**src/rtl/fetch_unit_pkg.sv**
```systemverilog
// Shared definitions for the instruction-fetch stage: bubble encoding,
// next-PC select codes and fetch state encodings.
// Imported by fetch_unit and next_pc_gen.
package fetch_unit_pkg;

  // addi x0,x0,0 -- the canonical bubble
  localparam logic [31:0] NOP_INSTR = 32'h0000_0013;

  // next_PC_select encodings; 2'b11 falls back to sequential
  localparam logic [1:0] SEL_SEQ    = 2'b00;
  localparam logic [1:0] SEL_BRANCH = 2'b01;
  localparam logic [1:0] SEL_JALR   = 2'b10;

  typedef enum logic {
    IDLE = 1'b0,
    RUN  = 1'b1
  } fetch_state_e;

endpackage

```
**src/rtl/fetch_unit_next_pc_gen.sv**
```systemverilog
// Combinational next-PC select: PC+4, branch target, JALR target or vector.
// Zero latency; no flow control of its own (caller decides when to load).
// PC arithmetic wraps modulo 2^ADDRESS_BITS; targets pass through unmodified.
module next_pc_gen
  import fetch_unit_pkg::*;
#(
  parameter int                      ADDRESS_BITS = 20,
  parameter logic [ADDRESS_BITS-1:0] INT_VECTOR   = 'h100
) (
  input  logic [ADDRESS_BITS-1:0] pc_i,
  input  logic [1:0]              select_i,
  input  logic [ADDRESS_BITS-1:0] branch_target_i,
  input  logic [ADDRESS_BITS-1:0] jalr_target_i,
  input  logic                    take_int_i,
  output logic [ADDRESS_BITS-1:0] resume_pc_o,
  output logic                    redirect_o,
  output logic [ADDRESS_BITS-1:0] next_pc_o
);

  // Resume address ignores the interrupt; the vector overrides it for the PC
  always_comb begin
    resume_pc_o = pc_i + ADDRESS_BITS'(4);
    redirect_o  = 1'b0;
    case (select_i)
      SEL_BRANCH: begin
        resume_pc_o = branch_target_i;
        redirect_o  = 1'b1;
      end
      SEL_JALR: begin
        resume_pc_o = jalr_target_i;
        redirect_o  = 1'b1;
      end
      default: ;
    endcase
    next_pc_o = take_int_i ? INT_VECTOR : resume_pc_o;
  end

endmodule

```
**src/rtl/fetch_unit.sv**
```systemverilog
// Instruction-fetch stage: owns the PC, issues synchronous imem reads, squashes wrong-path words.
// Data appears one cycle after an accepted request, aligned with the next registered PC.
// stall holds the PC and re-issues; i_mem_ready=0 holds the PC and raises fetch_stall.
// Optional: define FETCH_PERF_CNT_EN to build the fetched/squashed performance counters.
module fetch_unit
  import fetch_unit_pkg::*;
#(
  parameter int                      DATA_WIDTH   = 32,
  parameter int                      ADDRESS_BITS = 20,
  parameter logic [ADDRESS_BITS-1:0] RESET_PC     = '0,
  parameter logic [ADDRESS_BITS-1:0] INT_VECTOR   = 'h100,
  parameter logic [DATA_WIDTH-1:0]   NOP          = DATA_WIDTH'(NOP_INSTR)
) (
  input  logic                    clock,
  input  logic                    reset,
  input  logic                    start,
  input  logic [ADDRESS_BITS-1:0] program_address,
  input  logic                    stall,
  input  logic [1:0]              next_PC_select,
  input  logic [ADDRESS_BITS-1:0] branch_target,
  input  logic [ADDRESS_BITS-1:0] jalr_target,
  input  logic                    interrupt_request,
  output logic                    i_mem_req,
  output logic [ADDRESS_BITS-1:0] i_mem_addr,
  input  logic                    i_mem_ready,
  input  logic [DATA_WIDTH-1:0]   i_mem_data,
  output logic [DATA_WIDTH-1:0]   instruction_fetch,
  output logic [ADDRESS_BITS-1:0] inst_PC_fetch,
  output logic                    interrupt_trigger_fetch,
  output logic [ADDRESS_BITS-1:0] interrupt_return_PC,
  output logic                    fetch_stall,
  output logic [31:0]             fetched_count,
  output logic [31:0]             squashed_count
);

  fetch_state_e            state_q, state_d;
  logic [ADDRESS_BITS-1:0] pc_q, pc_d;
  logic [ADDRESS_BITS-1:0] int_ret_q, int_ret_d;
  logic                    pending_q, pending_d;
  logic                    squash_q, squash_d;
  logic                    valid_q, valid_d;
  logic                    int_trig_q, int_trig_d;

  logic                    run;
  logic                    take_int;
  logic                    redirect;
  logic [ADDRESS_BITS-1:0] resume_pc;
  logic [ADDRESS_BITS-1:0] next_pc;

  assign run      = (state_q == RUN);
  // Interrupts are only taken on a cycle where the PC would actually advance
  assign take_int = run & ~stall & i_mem_ready & pending_q;

  next_pc_gen #(
    .ADDRESS_BITS (ADDRESS_BITS),
    .INT_VECTOR   (INT_VECTOR)
  ) u_next_pc_gen (
    .pc_i            (pc_q),
    .select_i        (next_PC_select),
    .branch_target_i (branch_target),
    .jalr_target_i   (jalr_target),
    .take_int_i      (take_int),
    .resume_pc_o     (resume_pc),
    .redirect_o      (redirect),
    .next_pc_o       (next_pc)
  );

  // Next-state logic: IDLE waits for start, RUN advances the PC by priority
  always_comb begin
    state_d    = state_q;
    pc_d       = pc_q;
    int_ret_d  = int_ret_q;
    pending_d  = pending_q;
    squash_d   = 1'b0;
    valid_d    = run & i_mem_ready;
    int_trig_d = 1'b0;
    case (state_q)
      IDLE: begin
        pc_d = RESET_PC;
        if (start) begin
          state_d = RUN;
          pc_d    = program_address;
        end
      end
      RUN: begin
        if (interrupt_request) pending_d = 1'b1;
        if (stall || !i_mem_ready) begin
          pc_d = pc_q;
        end else if (take_int) begin
          // A request arriving in the same cycle is dropped: pending clears
          pc_d       = next_pc;
          int_ret_d  = resume_pc;
          pending_d  = 1'b0;
          squash_d   = 1'b1;
          int_trig_d = 1'b1;
        end else begin
          pc_d     = next_pc;
          squash_d = redirect;
        end
      end
      default: state_d = IDLE;
    endcase
  end

  // State and control registers with synchronous reset
  always_ff @(posedge clock) begin
    if (reset) begin
      state_q    <= IDLE;
      pc_q       <= RESET_PC;
      int_ret_q  <= '0;
      pending_q  <= 1'b0;
      squash_q   <= 1'b0;
      valid_q    <= 1'b0;
      int_trig_q <= 1'b0;
    end else begin
      state_q    <= state_d;
      pc_q       <= pc_d;
      int_ret_q  <= int_ret_d;
      pending_q  <= pending_d;
      squash_q   <= squash_d;
      valid_q    <= valid_d;
      int_trig_q <= int_trig_d;
    end
  end

  assign i_mem_req               = run;
  assign i_mem_addr              = pc_q;
  assign inst_PC_fetch           = pc_q;
  assign fetch_stall             = run & ~i_mem_ready;
  assign interrupt_trigger_fetch = int_trig_q;
  assign interrupt_return_PC     = int_ret_q;
  assign instruction_fetch       = (valid_q && !squash_q) ? i_mem_data : NOP;

`ifdef FETCH_PERF_CNT_EN
  logic [31:0] fetched_q, squashed_q;

  // Performance counters: presented instructions and squashed words
  always_ff @(posedge clock) begin
    if (reset) begin
      fetched_q  <= '0;
      squashed_q <= '0;
    end else begin
      if (valid_q && !squash_q && !stall) fetched_q  <= fetched_q + 32'd1;
      if (valid_q && squash_q)            squashed_q <= squashed_q + 32'd1;
    end
  end

  assign fetched_count  = fetched_q;
  assign squashed_count = squashed_q;
`else
  assign fetched_count  = 32'd0;
  assign squashed_count = 32'd0;
`endif

endmodule
```
**config.mk**
```make
export PLATFORM = sky130hd
export DESIGN_NAME = fetch_unit
export DESIGN_NICKNAME = d
export VERILOG_FILES = /design/src/rtl/fetch_unit_pkg.sv /design/src/rtl/fetch_unit_next_pc_gen.sv /design/src/rtl/fetch_unit.sv
export SDC_FILE = /design/constraint.sdc
export NUM_CORES = 1
export LEC_CHECK = 0
export BUFFER_PORTS_ARGS = -buffer_cell sky130_fd_sc_hd__buf_2
export CAP_MARGIN = 40
export CORE_AREA = 2 2 102 104
export CTS_BUF_LIST = sky130_fd_sc_hd__clkbuf_4
export DETAILED_ROUTE_END_ITERATION = 12
export DIE_AREA = 0 0 104 106
export PLACE_DENSITY = 0.75
export SLEW_MARGIN = 5
export SYNTH_ARGS = -nofsm -noshare
export SYNTH_HDL_FRONTEND = slang
export SYNTH_HIERARCHICAL = 1
export SYNTH_SLANG_ARGS = --single-unit
export TNS_END_PERCENT = 1
```
**constraint.sdc**
```tcl
create_clock -name clock -period 2.1 [get_ports clock]
set_input_delay 0.42 -clock clock [delete_from_list [all_inputs] [get_ports clock]]
set_output_delay 0.42 -clock clock [all_outputs]
set_load 0.01 [all_outputs]
```
# After elaboration in Yosys (flattened, before gate mapping)
# Cells that the tools add are included.
# word_totals
regBits,45
output_inout_bits,159
# classes
add_sub_neg,1
eq_ne,3
mux,14
bitwise,9
n_reduce_logical,7
# ops
cell,n
one-hot mux 20 bit (2 select lines),2
two-way mux 20 bit,3
two-way mux 32 bit,1
"adder 20 x 3 -> 20 bit, second input constant",1
two-way mux 1 bit,8
AND 1 bit,5
NOT 1 bit,4
AND reduction 3 bit,1
OR reduction 3 bit,1
"== test 2 x 1 -> 1 bit, second input constant",1
"== test 2 bit, second input constant",1
logical NOT 1 bit,2
"inequality test 2 bit, second input constant",1
OR reduction 2 bit,1
logical AND 1 bit,1
logical OR 1 bit,1

# Depth between registers and ports, before layout
# Gate-level depths: netlist of the first run.
# logic_depth
word_depth,7
depth_mapped,8
depth_no_buf,8

# Hierarchy
# Netlist of the first run, hierarchy kept.
# by_module_without_submodules
module,n_inst,cells_per_inst,area_each_um2,seq_area_each_um2
fetch_unit,1,299,2533.7,900.9
next_pc_gen,1,130,864.6,0.0

# Worst setup path after synthesis of the first run
# OpenSTA, ideal clock, no wires.
# synth_timing
kind,register -> register
from,"register pc_q[4], in the netlist i_mem_addr[4]"
to,"register pc_q[13], in the netlist i_mem_addr[13]"
setup_ns,0.091
t_arrival_ns,1.898
path_slack_ns,0.111
path_stages_with_launch,7
path_buffers,0
period_less_slack_ns,1.989
cell_sequence,dfxtp_1 -> nand4_4 -> or4_4 -> xor2_1 -> a211oi_2 -> nand2_1 -> a311oi_1
# synth_via
elab_chain_cells,5
# synth_rtl
item,line,source
"start, declared",fetch_unit.sv:37,"logic [ADDRESS_BITS-1:0] pc_q, pc_d;"
"start signal, assigned",fetch_unit.sv:117,pc_q <= pc_d;
adder 20 x 3 -> 20 bit,fetch_unit_next_pc_gen.sv:22,resume_pc_o = pc_i + ADDRESS_BITS'(4);
one-hot mux 20 bit (2 select lines),fetch_unit_next_pc_gen.sv:24,case (select_i)
two-way mux 20 bit,fetch_unit_next_pc_gen.sv:35,next_pc_o = take_int_i ? INT_VECTOR : resume_pc_o;
via next_pc[13],fetch_unit.sv:48,logic [ADDRESS_BITS-1:0] next_pc;
two-way mux 20 bit,fetch_unit.sv:87,if (stall || !i_mem_ready) begin
one-hot mux 20 bit (2 select lines),fetch_unit.sv:77,case (state_q)
# The timed path passes the listed nets, and every way through them passes these cells. The select of a mux whose other input is x is not followed.
# A chain may end at the register's enable or synchronous reset.

# Worst setup path after layout of the first run
# layout_timing
from,"register pc_q[2], in the netlist i_mem_addr[2]"
to,"register pc_q[16], in the netlist i_mem_addr[16]"
# Same word-level chain as after synthesis.

==> results of run 1 <==
path summary, 6_finish.rpt:
kind / startpoint / depth (start not counted) / slack (ps) / end
worst max-delay path: i_mem_addr[2]$_SDFFE_PP0P_ / 7 / 50 / i_mem_addr[16]$_SDFFE_PP0P_
worst min-delay path: i_mem_ready / 3 / 300 / valid_q$_SDFF_PP0_
worst max register to register: i_mem_addr[2]$_SDFFE_PP0P_ / 7 / 50 / i_mem_addr[16]$_SDFFE_PP0P_
worst min register to register: interrupt_return_PC[7]$_SDFFE_PP0P_ / 1 / 490 / interrupt_return_PC[7]$_SDFFE_PP0P_
power by group through the flow:
stage	registers [W]	clock network, W	logic, W
2_1_floorplan	0.000968	0	0.000484
3_3_place_gp	0.000946	0	0.000697
3_5_place_dp	0.000948	0	0.000704
4_1_cts	0.000930	0.000559	0.000707
5_1_grt	0.000937	0.000595	0.000775
6_report	0.000931	0.000555	0.000717
through the flow:
stage / hold slack [ps] / util / instances / TNS (ps)
finish: 303 / 0.437 / 745 / 0
global route: 301 / 0.437 / 745 / -152
CTS: 297 / 0.433 / 744 / -7.47
detailed placement: 455 / 0.425 / 736 / -31.6
global placement: 455 / 0.425 / 736 / 0
floorplan: 489 / - / 492 / 0
layout by cell type, fill, tap and decap left out, drive strengths merged, types with 5 or more instances in the layout:
cell type	synthesis	routed
nand2	46	46
nor4	7	7
buf	94	224
a21oi	34	34
nor3	10	10
a211oi	11	11
xor2	6	6
and2	30	30
conb	1	64
inv	7	7
nand2b	6	6
a221oi	17	17
nor2b	9	9
clkbuf	21	6
nor2	7	7
nand4	6	6
xnor2	5	5
dfxtp	45	45
a311oi	20	20
a22o	20	20
layer usage:
layer | wire (um) | up-vias | part of all wire | global-route usage
li1 | - | 1746 | - | -
met1 | 4780 | 1808 | 0.37 | 0.246
met2 | 6640 | 252 | 0.52 | 0.406
met3 | 1100 | 25 | 0.086 | 0.0466
met4 | 253 | 0 | 0.020 | 0.0531
met5 | 0 | - | 0 | 0
cell usage after synthesis, drive strengths merged, types with 2 or more instances:
cell     n  area (sq um)
buf     94           694
nand2   46           173
dfxtp   45           901
a21oi   34           170
and2    30           188
clkbuf  21          78.8
a22o    20           175
a311oi  20           175
a221oi  17           149
a211oi  11          87.6
nor3    10          55.1
nor2b    9          56.3
inv      7          26.3
nor2     7          28.8
nor4     7          43.8
nand2b   6          37.5
nand4    6          52.6
xor2     6          52.6
xnor2    5          43.8
and4     4          36.3
nand3    4          20.0
o21ai    4          20.0
a22oi    3          22.5
ha       3          37.5
or2      2          12.5
critical path, stage by stage (launching register included):
cell,delay [ps]
dfxtp_1,400
ha_2,250
inv_1,150
nor4_2,390
xnor2_1,160
a211oi_2,270
nand2_1,70
a311oi_1,280
cells by family (layout without fill, tap and decap cells):
logic type / after synthesis / in the layout / synth area share
AO/OA/AOI/OAI: 110 / 110 / 0.237
flip-flops: 45 / 45 / 0.265
multiplexers: 1 / 1 / 0.00295
buffers and inverters: 122 / 239 / 0.235
adder cells (fa/ha/maj): 3 / 3 / 0.0110
AND/OR/NAND/NOR: 136 / 136 / 0.219
XOR/XNOR: 11 / 11 / 0.0283
other: 1 / 64 / 0.00110
repair_timing:
action	4_1_cts	5_1_grt
buffers inserted	0	1
pin swaps	0	1
gates resized for setup	1	10
setup endpoints to repair	1	6
layout make-up:
class	count	area (sq um)	area share
clock buffer	6	45.0	0.0103
clock inverter	2	33.8	0.00774
inverter	7	26.3	0.00602
multi-input combinational	325	1960	0.449
sequential	45	908	0.208
tap	136	170	0.0390
timing repair buffer	224	1220	0.280
sequential cells by signal, indices dropped and copies added (netlist names):
signal,count
valid_q,1
interrupt_trigger_fetch,1
i_mem_req,1
squash_q,1
pending_q,1
i_mem_addr,20
interrupt_return_PC,20
==> summary.md, run 1 <==
| Metric | Value |
|---|---|
| Yosys warns | 6 |
| Cell area after synthesis | 0.00340 sq mm |
| Routed WL | 12,800 um |
| CTS root buf | clkbuf_4 |
| Flops & latches, synth | 45 |
| First-iteration detailed-routing DRC count | 300 |
| Share of power burned in registers | 0.423 |
| Clock-pin slew on the worst setup and hold paths | roughly 140 ps |
| Gpl congestion | between 0.9 and 1 |
| Async SR Flop Fraction | 0 |
| Max-cap violations | 0 |
| P_leak | between 2 and 2.5 nW |
| Dpl cell area | ~0.0042 sq mm |
| Core area | 0.0100 sq mm |
| DRC viols | 0 |
| Worst Setup Slack, final | 51.4 ps |
| Final setup skew | about 15 ps |
| Die W | 104 um |
| Initial core utilization | 0.340 |
| Unrepaired setup endpoints after global routing | true |
| Pre-CTS setup slack | -31.6 ps |
| CTS Buffer Depth | 2 |
| Endpoints failing setup | 0 |
| Clk network pwr share | 0.252 |
| FP Rows | 37 |
| Mean Syn Cell Area | ~8 sq um |
| Slew @ Worst Pin | between 800 and 900 ps |
| NetSw | about 0.00076 W |
| Switching portion of total power | 0.346 |
| Die ar. | 0.0110 sq mm |
| CTS buffer count | 5 |
| Routed length per instance | 17.2 um |
| Initial antenna violation count | 1 |
| Nets | 711 |
| Area Overhead vs Synth | 28.5% |
| Worst EP required | around 2400 ps |
| Register area share after synthesis | 0.265 |
| Final Hold Viols | 0 |
| Internal power | 0.00144 W |
| Tmin final | 2050 ps |
| Top FF cell, synth | dfxtp_1 |
| Share of layout cells above drive strength 1 | 0.409 |
| DR vias | between 3,000 and 4,000 |
| Cells after Synth | about 430 |
| I/O Buffers | just under 200 |
| Post-DP HPWL | a little under 10,000 um |
| Global-route wire length before repair | between 15,000 and 20,000 um |
| Worst-Skew Late Latency | about 370 ps |
| Pwr dens | 505 mW/mm^2 |
| Tcrit/Tclk final | 0.976 |
| Yosys cell types | 42 |
| Vias in the first global route | 3,548 |
| VDD IR max | ~250 uV |
| Worst slew margin | 0.415 |
| Crit path kind | reg2reg |
| Setup crit start kind | flip-flop |
| Post-synth EDFFs | 0 |
| CP Capture Type | flip-flop |
| Antenna viol nets, final | 0 |
| Diode count | 0 |
| Tot Pwr | between 0.002 and 0.0025 W |
| Class of the worst hold path | in2reg |
| Drt first pass iters | 5 |
| Largest net degree at the start of global routing | between 40 and 50 |
| Gate power share | 0.325 |
| Crit path max fanout | 6 |
| Post-route design area | between 0.004 and 0.005 sq mm |
| CTS Hold Bufs | 0 |
| Total grt overflow | 0 |
| H-tree lvl count | 2 |
| Fillers | between 1,000 and 1,500 |
| Clock Sinks | 45 |
| Outcome | complete, no violations |
| Gr usage total | 0.215 |
| Worst Path Arrival | about 2300 ps |
| IO Count | about 260 |
| Fmax | 488 MHz |
| Max-slew violations | 0 |
| Vias per Instance | around 5.1 |
| Die Height | ~110 um |
| CTS tree | built |
Power figures use the tool's default switching activity.
==> run 2, diff against run 1 <==
- CORE_AREA: 2 2 102 104 -> 2 2 100 102
- CTS_BUF_LIST: sky130_fd_sc_hd__clkbuf_4 -> unset
- DIE_AREA: 0 0 104 106 -> 0 0 102 104
- PLACE_DENSITY: 0.75 -> 0.77
==> run 2 against run 1 <==
Combinational power increased by 2%. Critical path type unchanged. Sequential power decreased by 1%. Clock skew decreased by 4.3 ps. Via count decreased by 0.63%. Register-to-register slack got worse by 30 ps. Highest routed layer unchanged. Non-clock buffer count increased by 4. Global-route usage increased by 0.19 points. Worst setup slack got worse by 33 ps. Sequential share of layout area decreased by 0.55 points. Core utilization increased by 3.0 points. Critical endpoint is now i_mem_addr[13]$_SDFFE_PP0P_.
==> summary.md, run 2 (same netlist as run 1, synthesis figures left out) <==
| Metric | Value |
|---|---|
| Worst EP required | 2310 ps (-80 ps) |
| Pwr dens | 530 mW/mm^2 (+5.1%) |
| Commonest non-fill, non-tap cell in the layout | buf_2 |
| Reg2reg end | i_mem_addr[13]$_SDFFE_PP0P_ |
| Routed length per instance | 16.5 um (-3.5%) |
| Die W | 102 um (-1.9%) |
| First-iteration detailed-routing DRC count | 170 (-43%) |
| Final Hold Viols | 0 (unchanged) |
| Crit path max fanout | 8 (+2) |
| Nets | 715 (+0.56%) |
| Crit path kind | reg2reg |
| Crit path depth | 6 (-1) |
| Largest net degree at the start of global routing | 46 (unchanged) |
| DRC viols | 0 (unchanged) |
| Max-cap violations | 0 (unchanged) |
| Slew @ Worst Pin | 817 ps (-59.6 ps) |
| Clock Sinks | 45 (unchanged) |
| Die Height | 104 um (-1.9%) |
| Outcome | complete, no violations |
| Met1 wire length | 4770 um (-0.19%) |
| Worst path cell trace | nand4_4 -> or4_4 -> xor2_1 -> a211oi_2 -> nand2_1 -> a311oi_1 |
| Worst Path Arrival | 2300 ps (-30 ps) |
| VDD IR max | 257 uV (+4.6%) |
| CTS tree | built |
| Worst-Skew Late Latency | 310 ps (-60 ps) |
| Slowest-stage cell, CP | or4_4 |
| IO Count | 259 (unchanged) |
| Crit-path max cell delay | 570 ps (+170 ps) |
| Unrepaired setup endpoints after global routing | true |
| Worst r2r path cells | 6 (-1) |
| Met2 WL | 6030 um (-9.3%) |
| Initial antenna violation count | 1 (unchanged) |
| Hold EP | valid_q$_SDFF_PP0_ |
| DR vias | 3,807 (-0.63%) |
| Post-route design area | 0.00445 sq mm (+2.0%) |
| Vias per Instance | 5.10 (-0.89%) |
| Final setup skew | 10.2 ps (-4.32 ps) |
| Tcrit/Tclk final | 0.991 (+0.0156) |
| Total grt overflow | 0 (unchanged) |
| Tmin final | 2080 ps (+32.8 ps) |
| Buf/Inv on CP | 0 (-1) |
| FP Rows | 36 (-2.7%) |
| CTS root buf | clkbuf_8 |
| Most frequent cells in the layout | 194 x buf_2, 64 x conb_1, 46 x nand2_1 |
| Top Family by Delay on Critical Path | simple AND/OR/NAND/NOR gates |
| Core area | 0.00955 sq mm (-4.5%) |
| Area Overhead vs Synth | 31.0% |
| P_leak | 2.23 nW (+2.4%) |
| Die ar. | 0.0106 sq mm (-3.8%) |
| Dpl cell area | 0.00426 sq mm (+0.27%) |
| Global-route wire length before repair | 18,200 um (-3.2%) |
| H-tree lvl count | 2 (unchanged) |
| Clock-pin slew on the worst setup and hold paths | 90 ps (-50 ps) |
| Drt first pass iters | 4 (-1) |
| Post-DP HPWL | 9600 um (-3.4%) |
| CP Capture Type | flip-flop |
| Worst Hold Launch | i_mem_ready |
| Routed WL | 12,400 um (-3.3%) |
| Gr usage total | 0.217 (+0.00193) |
| Reg2reg setup slack | 20 ps (-30 ps) |
| Endpoints failing setup | 0 (unchanged) |
| Uppermost routed layer | met4 |
| CTS buffer count | 5 (unchanged) |
| Antenna viol nets, final | 0 (unchanged) |
| RR Startpoint | i_mem_addr[5]$_SDFFE_PP0P_ |
| Share of layout cells above drive strength 1 | 0.411 (+0.00223) |
| WL met3 | 1250 um (+14%) |
| Max-slew violations | 0 (unchanged) |
| Hold path depth | 3 (unchanged) |
| Tot Pwr | 0.00236 W (+7.2%) |
| Setup crit start kind | flip-flop |
| CTS Buffer Depth | 2 (unchanged) |
| Class of the worst hold path | in2reg |
| Worst slew margin | 0.455 (+0.0398) |
| Fillers | 997 (-4.6%) |
| Gpl congestion | 0.919 (+1.6%) |
| Vias in the first global route | 3,545 (-0.085%) |
| Fmax | 480 MHz (-1.6%) |
| Initial core utilization | 0.356 (+0.0160) |
| I/O Buffers | 194 (unchanged) |
## run 2: cell types whose count changed in the layout (fill, tap and decap cells not counted), moves of 4 or more
cell,previous run,this run
buf_4,28,32
clkbuf_4,6,0
clkbuf_8,0,6
dfxtp_1,39,44
dfxtp_2,6,1
## run 2: repair_timing
item | CTS | global route
buffers inserted | 0 | 3
endpoints found under the setup margin | 0 | 6
gates resized for setup | 0 | 10
hold buffers | 0 | 0
## run 2: worst reg2reg max path, stage by stage, from the launching register on
cell and delay, ps:
dfxtp_1 380, nand4_4 210, or4_4 570, xor2_1 190, a211oi_2 300, nand2_1 80
a311oi_1 260
## run 2: stage by stage
stage                      util  setup slack [ps]  std cells  TNS [ps]  hold WS, ps
after floorplan               -               111        492         0          489
after global placement    0.446              9.66        735         0          457
after detailed placement  0.446              4.37        735         0          452
after CTS                 0.458              19.4        743         0          380
after global routing      0.466             -51.8        747     -81.3          388
final                     0.466              18.5        747         0          378
## run 2: cell type report
| class | instances | area, sq um | share of cell area |
|---|---|---|---|
| inverter | 7 | 26.3 | 0.00590 |
| clock inverter | 2 | 37.5 | 0.00843 |
| tap | 133 | 166 | 0.0374 |
| clock buffer | 6 | 82.6 | 0.0185 |
| multi-input combinational | 325 | 1980 | 0.446 |
| sequential | 45 | 902 | 0.203 |
| timing repair buffer | 228 | 1250 | 0.281 |
| antenna | 1 | 2.50 | 0.000562 |
## run 2: worst max-delay path by stage
stage,to,from,slack [ps]
after floorplan,i_mem_addr[13]$_SDFFE_PP0P_,i_mem_addr[4]$_SDFFE_PP0P_,110
after global placement,i_mem_addr[1]$_SDFFE_PP0P_,next_PC_select[0],10
after detailed placement,i_mem_addr[19]$_SDFFE_PP0P_,next_PC_select[0],4
after CTS,i_mem_addr[13]$_SDFFE_PP0P_,i_mem_addr[4]$_SDFFE_PP0P_,20
after global routing,i_mem_addr[13]$_SDFFE_PP0P_,i_mem_addr[6]$_SDFFE_PP0P_,-50
final,i_mem_addr[13]$_SDFFE_PP0P_,i_mem_addr[5]$_SDFFE_PP0P_,20
## run 2: layer usage
metal  up-vias  global-route usage
met5         -                   0
met4         0              0.0762
met3        25              0.0464
met2       255               0.365
met1      1771               0.271
li1       1756                   -
## run 2: report_power, final
part,switching (W),total [W],internal [W]
sequential,0.0000326,0.000921,0.000888
combinational,0.000434,0.000732,0.000298
clock,0.000322,0.000709,0.000387
total,0.000789,0.00236,0.00157
==> run 3, diff against run 2 <==
- CORE_AREA: 2 2 100 102 -> 2 2 99 101
- DIE_AREA: 0 0 102 104 -> 0 0 101 103
- SYNTH_HIERARCHICAL: 1 -> unset
- clock period: 2.1 -> 2.3 ns (I/O delays scaled with it)
==> run 3 against run 2 <==
Cell count shrank 6.4%. Hold slack worse by 6.8 ps. Die area shrank 1.9%. Clock power shrank 15%. Core utilization decreased by 3.2 points. Maximum frequency up 5.4%. Critical path type unchanged. Largest cell class unchanged.
==> summary.md, run 3 <==
| Metric | Value |
|---|---|
| Final setup skew | 8.13 ps (-2.05 ps) |
| Worst slew margin | 0.571 (+0.116) |
| Cells after Synth | 415 (-3.3%) |
| Routed length per instance | 15.4 um (-7.1%) |
| Crit path max fanout | 12 (+4) |
| Hold path depth | 3 (unchanged) |
| Top cells by area, synth | dfxtp_1 28%, buf_4 19%, and2_1 5.6% |
| DR vias | 3,545 (-6.9%) |
| Post-synth EDFFs | 0 (unchanged) |
| CTS buffer count | 5 (unchanged) |
| TNS Setup | 0 ps (unchanged) |
| Initial core utilization | 0.345 (-0.0112) |
| Post-DP HPWL | 8390 um (-13%) |
| Share of layout cells above drive strength 1 | 0.385 (-0.0265) |
| First-iteration detailed-routing DRC count | 296 (+74%) |
| Worst Hold Launch | start |
| Most common cell in the synthesized netlist | buf_4 |
| Commonest non-fill, non-tap cell in the layout | buf_2 |
| Tmin final | 1970 ps (-107 ps) |
| Post-synth top cells | 84 x buf_4, 45 x dfxtp_1, 35 x nand2_1 |
| Area Overhead vs Synth | 26.1% |
| Flops & latches, synth | 45 (unchanged) |
| Max-cap violations | 0 (unchanged) |
| Top cell type's share of synthesized area | 0.276 (+0.0112) |
| Register area share after synthesis | 0.276 (+0.0112) |
| Worst r2r path cells | 5 (-1) |
| Mean Syn Cell Area | 7.86 sq um (-0.81%) |
| Fmax | 507 MHz (+5.4%) |
| Post-CTS sizing | 0 (unchanged) |
| Cell area after synthesis | 0.00326 sq mm (-4.1%) |
| Dpl cell area | 0.00400 sq mm (-6.0%) |
| Clock-pin slew on the worst setup and hold paths | 90 ps (about the same) |
| Slowest-stage cell, CP | nor4_1 |
| Worst path cell trace | nand4_2 -> nor4_1 -> mux2i_1 -> nand3_1 -> a21oi_1 |
| Diode count | 0 (-1) |
| Yosys cell types | 47 (+12%) |
| Most frequent cells in the layout | 194 x buf_2, 64 x conb_1, 45 x dfxtp_1 |
| CTS tree | built |
| Async SR Flop Fraction | 0 (unchanged) |
| Slew @ Worst Pin | 643 ps (-174 ps) |
| Worst-Skew Late Latency | 300 ps (about the same) |
| Gr usage total | 0.190 (-0.0276) |
| Die Height | 103 um (-0.96%) |
| VDD IR max | 378 uV (+47%) |
| Nets | 687 (-3.9%) |
| Crit path kind | reg2reg |
| Crit-path max cell delay | 540 ps (-30 ps) |
| Top FF cell, synth | dfxtp_1 |
| Post-route design area | 0.00411 sq mm (-7.6%) |
| CTS Buffer Depth | 2 (unchanged) |
| IO Count | 259 (unchanged) |
| Largest net degree at the start of global routing | 44 (-4.3%) |
| Clock Sinks | 45 (unchanged) |
| Reg2reg setup slack | 330 ps (+310 ps) |
| P_leak | 2.12 nW (-4.7%) |
| Initial antenna violation count | 0 (-1) |
| H-tree lvl count | 2 (unchanged) |
| Worst Path Arrival | 2210 ps (-90 ps) |
| Routed WL | 10,700 um (-13%) |
| Setup crit start kind | flip-flop |
| CP Capture Type | flip-flop |
| Vias per Instance | 5.07 (-0.49%) |
| Global-route wire length before repair | 15,600 um (-14%) |
| Post-CTS Setup Bufs | 0 (unchanged) |
| Vias in the first global route | 3,160 (-11%) |
| Die ar. | 0.0104 sq mm (-1.9%) |
| Drt first pass iters | 5 (+1) |
| Outcome | complete, no violations |
| Gpl congestion | 0.861 (-6.4%) |
| Final Hold Viols | 0 (unchanged) |
| RR Startpoint | i_mem_addr[4]$_SDFFE_PP0P_ |
| Antenna viol nets, final | 0 (unchanged) |
| Total grt overflow | 0 (unchanged) |
| Unrepaired setup endpoints after global routing | false |
| Max-slew violations | 0 (unchanged) |
| CTS root buf | clkbuf_8 |
| Endpoints failing setup | 0 (unchanged) |
| Reg2reg end | interrupt_return_PC[19]$_SDFFE_PP0P_ |
| DRC viols | 0 (unchanged) |
| CTS Hold Bufs | 0 (unchanged) |
| Largest area contributor in the netlist | dfxtp_1 |
| Hold EP | i_mem_req$_SDFF_PP0_ |
| I/O Buffers | 194 (unchanged) |
| Core area | 0.00946 sq mm (-0.94%) |
| Die W | 101 um (-0.98%) |
| FP Rows | 36 (unchanged) |
| Pwr dens | 468 mW/mm^2 (-12%) |
| Class of the worst hold path | in2reg |
| Yosys warns | 0 (-6) |
| Tcrit/Tclk final | 0.858 (-0.133) |
| Worst EP required | 2540 ps (+230 ps) |
==> run 3: power breakdown <==
part / internal, W / switching, W
registers: 0.000803 / 0.0000462
logic: 0.000188 / 0.000280
clock network: 0.000326 / 0.000280
total: 0.00132 / 0.000606
==> run 3: cells by family after synthesis <==
family                     count (synthesis)  share of synthesized area
and+or+nand+nor                          133                      0.215
buffers and inverters                    120                      0.237
AOI/OAI and AO/OA                        101                      0.226
DFF                                       45                      0.276
xor gates and xnor gates                  11                     0.0295
adders and majority gates                  3                     0.0115
other                                      1                    0.00115
muxes                                      1                    0.00307
==> run 3: worst max-delay path: cells and delay by family, from the launching register on <==
kind	cells	cell delay (ps)
AND/OR/NAND/NOR	3	990
flip-flops	1	500
multiplexers	1	290
AO/OA/AOI/OAI	1	140
==> run 3: worst max path at each step <==
stage,start,end
floorplan,next_PC_select[0],interrupt_return_PC[9]$_SDFFE_PP0P_
global placement,next_PC_select[1],i_mem_addr[17]$_SDFFE_PP0P_
detailed placement,next_PC_select[1],i_mem_addr[17]$_SDFFE_PP0P_
CTS,i_mem_addr[4]$_SDFFE_PP0P_,interrupt_return_PC[19]$_SDFFE_PP0P_
global route,i_mem_addr[4]$_SDFFE_PP0P_,i_mem_addr[19]$_SDFFE_PP0P_
finish,i_mem_addr[4]$_SDFFE_PP0P_,interrupt_return_PC[19]$_SDFFE_PP0P_
==> run 3: per-layer routing <==
metal | GRT usage | vias to the layer above | share of wire
met1 | 0.216 | 1652 | 0.38
met3 | 0.0380 | 20 | 0.078
met4 | 0.0634 | 0 | 0.020
met2 | 0.355 | 199 | 0.52
li1 | - | 1674 | -
met5 | 0 | - | 0
==> run 3: per-stage QoR <==
step / total power [W] / worst slack, ps / hold WS (ps) / util / cells
final: 0.00192 / 326 / 371 / 0.435 / 699
after CTS: 0.00192 / 369 / 374 / 0.435 / 699
after floorplan: 0.00122 / 489 / 481 / - / 478
after global routing: 0.00201 / 116 / 410 / 0.435 / 699
after global placement: 0.00132 / 285 / 446 / 0.423 / 691
after detailed placement: 0.00133 / 229 / 448 / 0.423 / 691
==> run 3: cell type report <==
class                      count  area (sq um)
timing repair buffer         210          1090
sequential                    45           901
tap                          114           143
clock inverter                 2          38.8
inverter                       9          33.8
multi-input combinational    313          1830
clock buffer                   6          72.6
fill                         943          5350
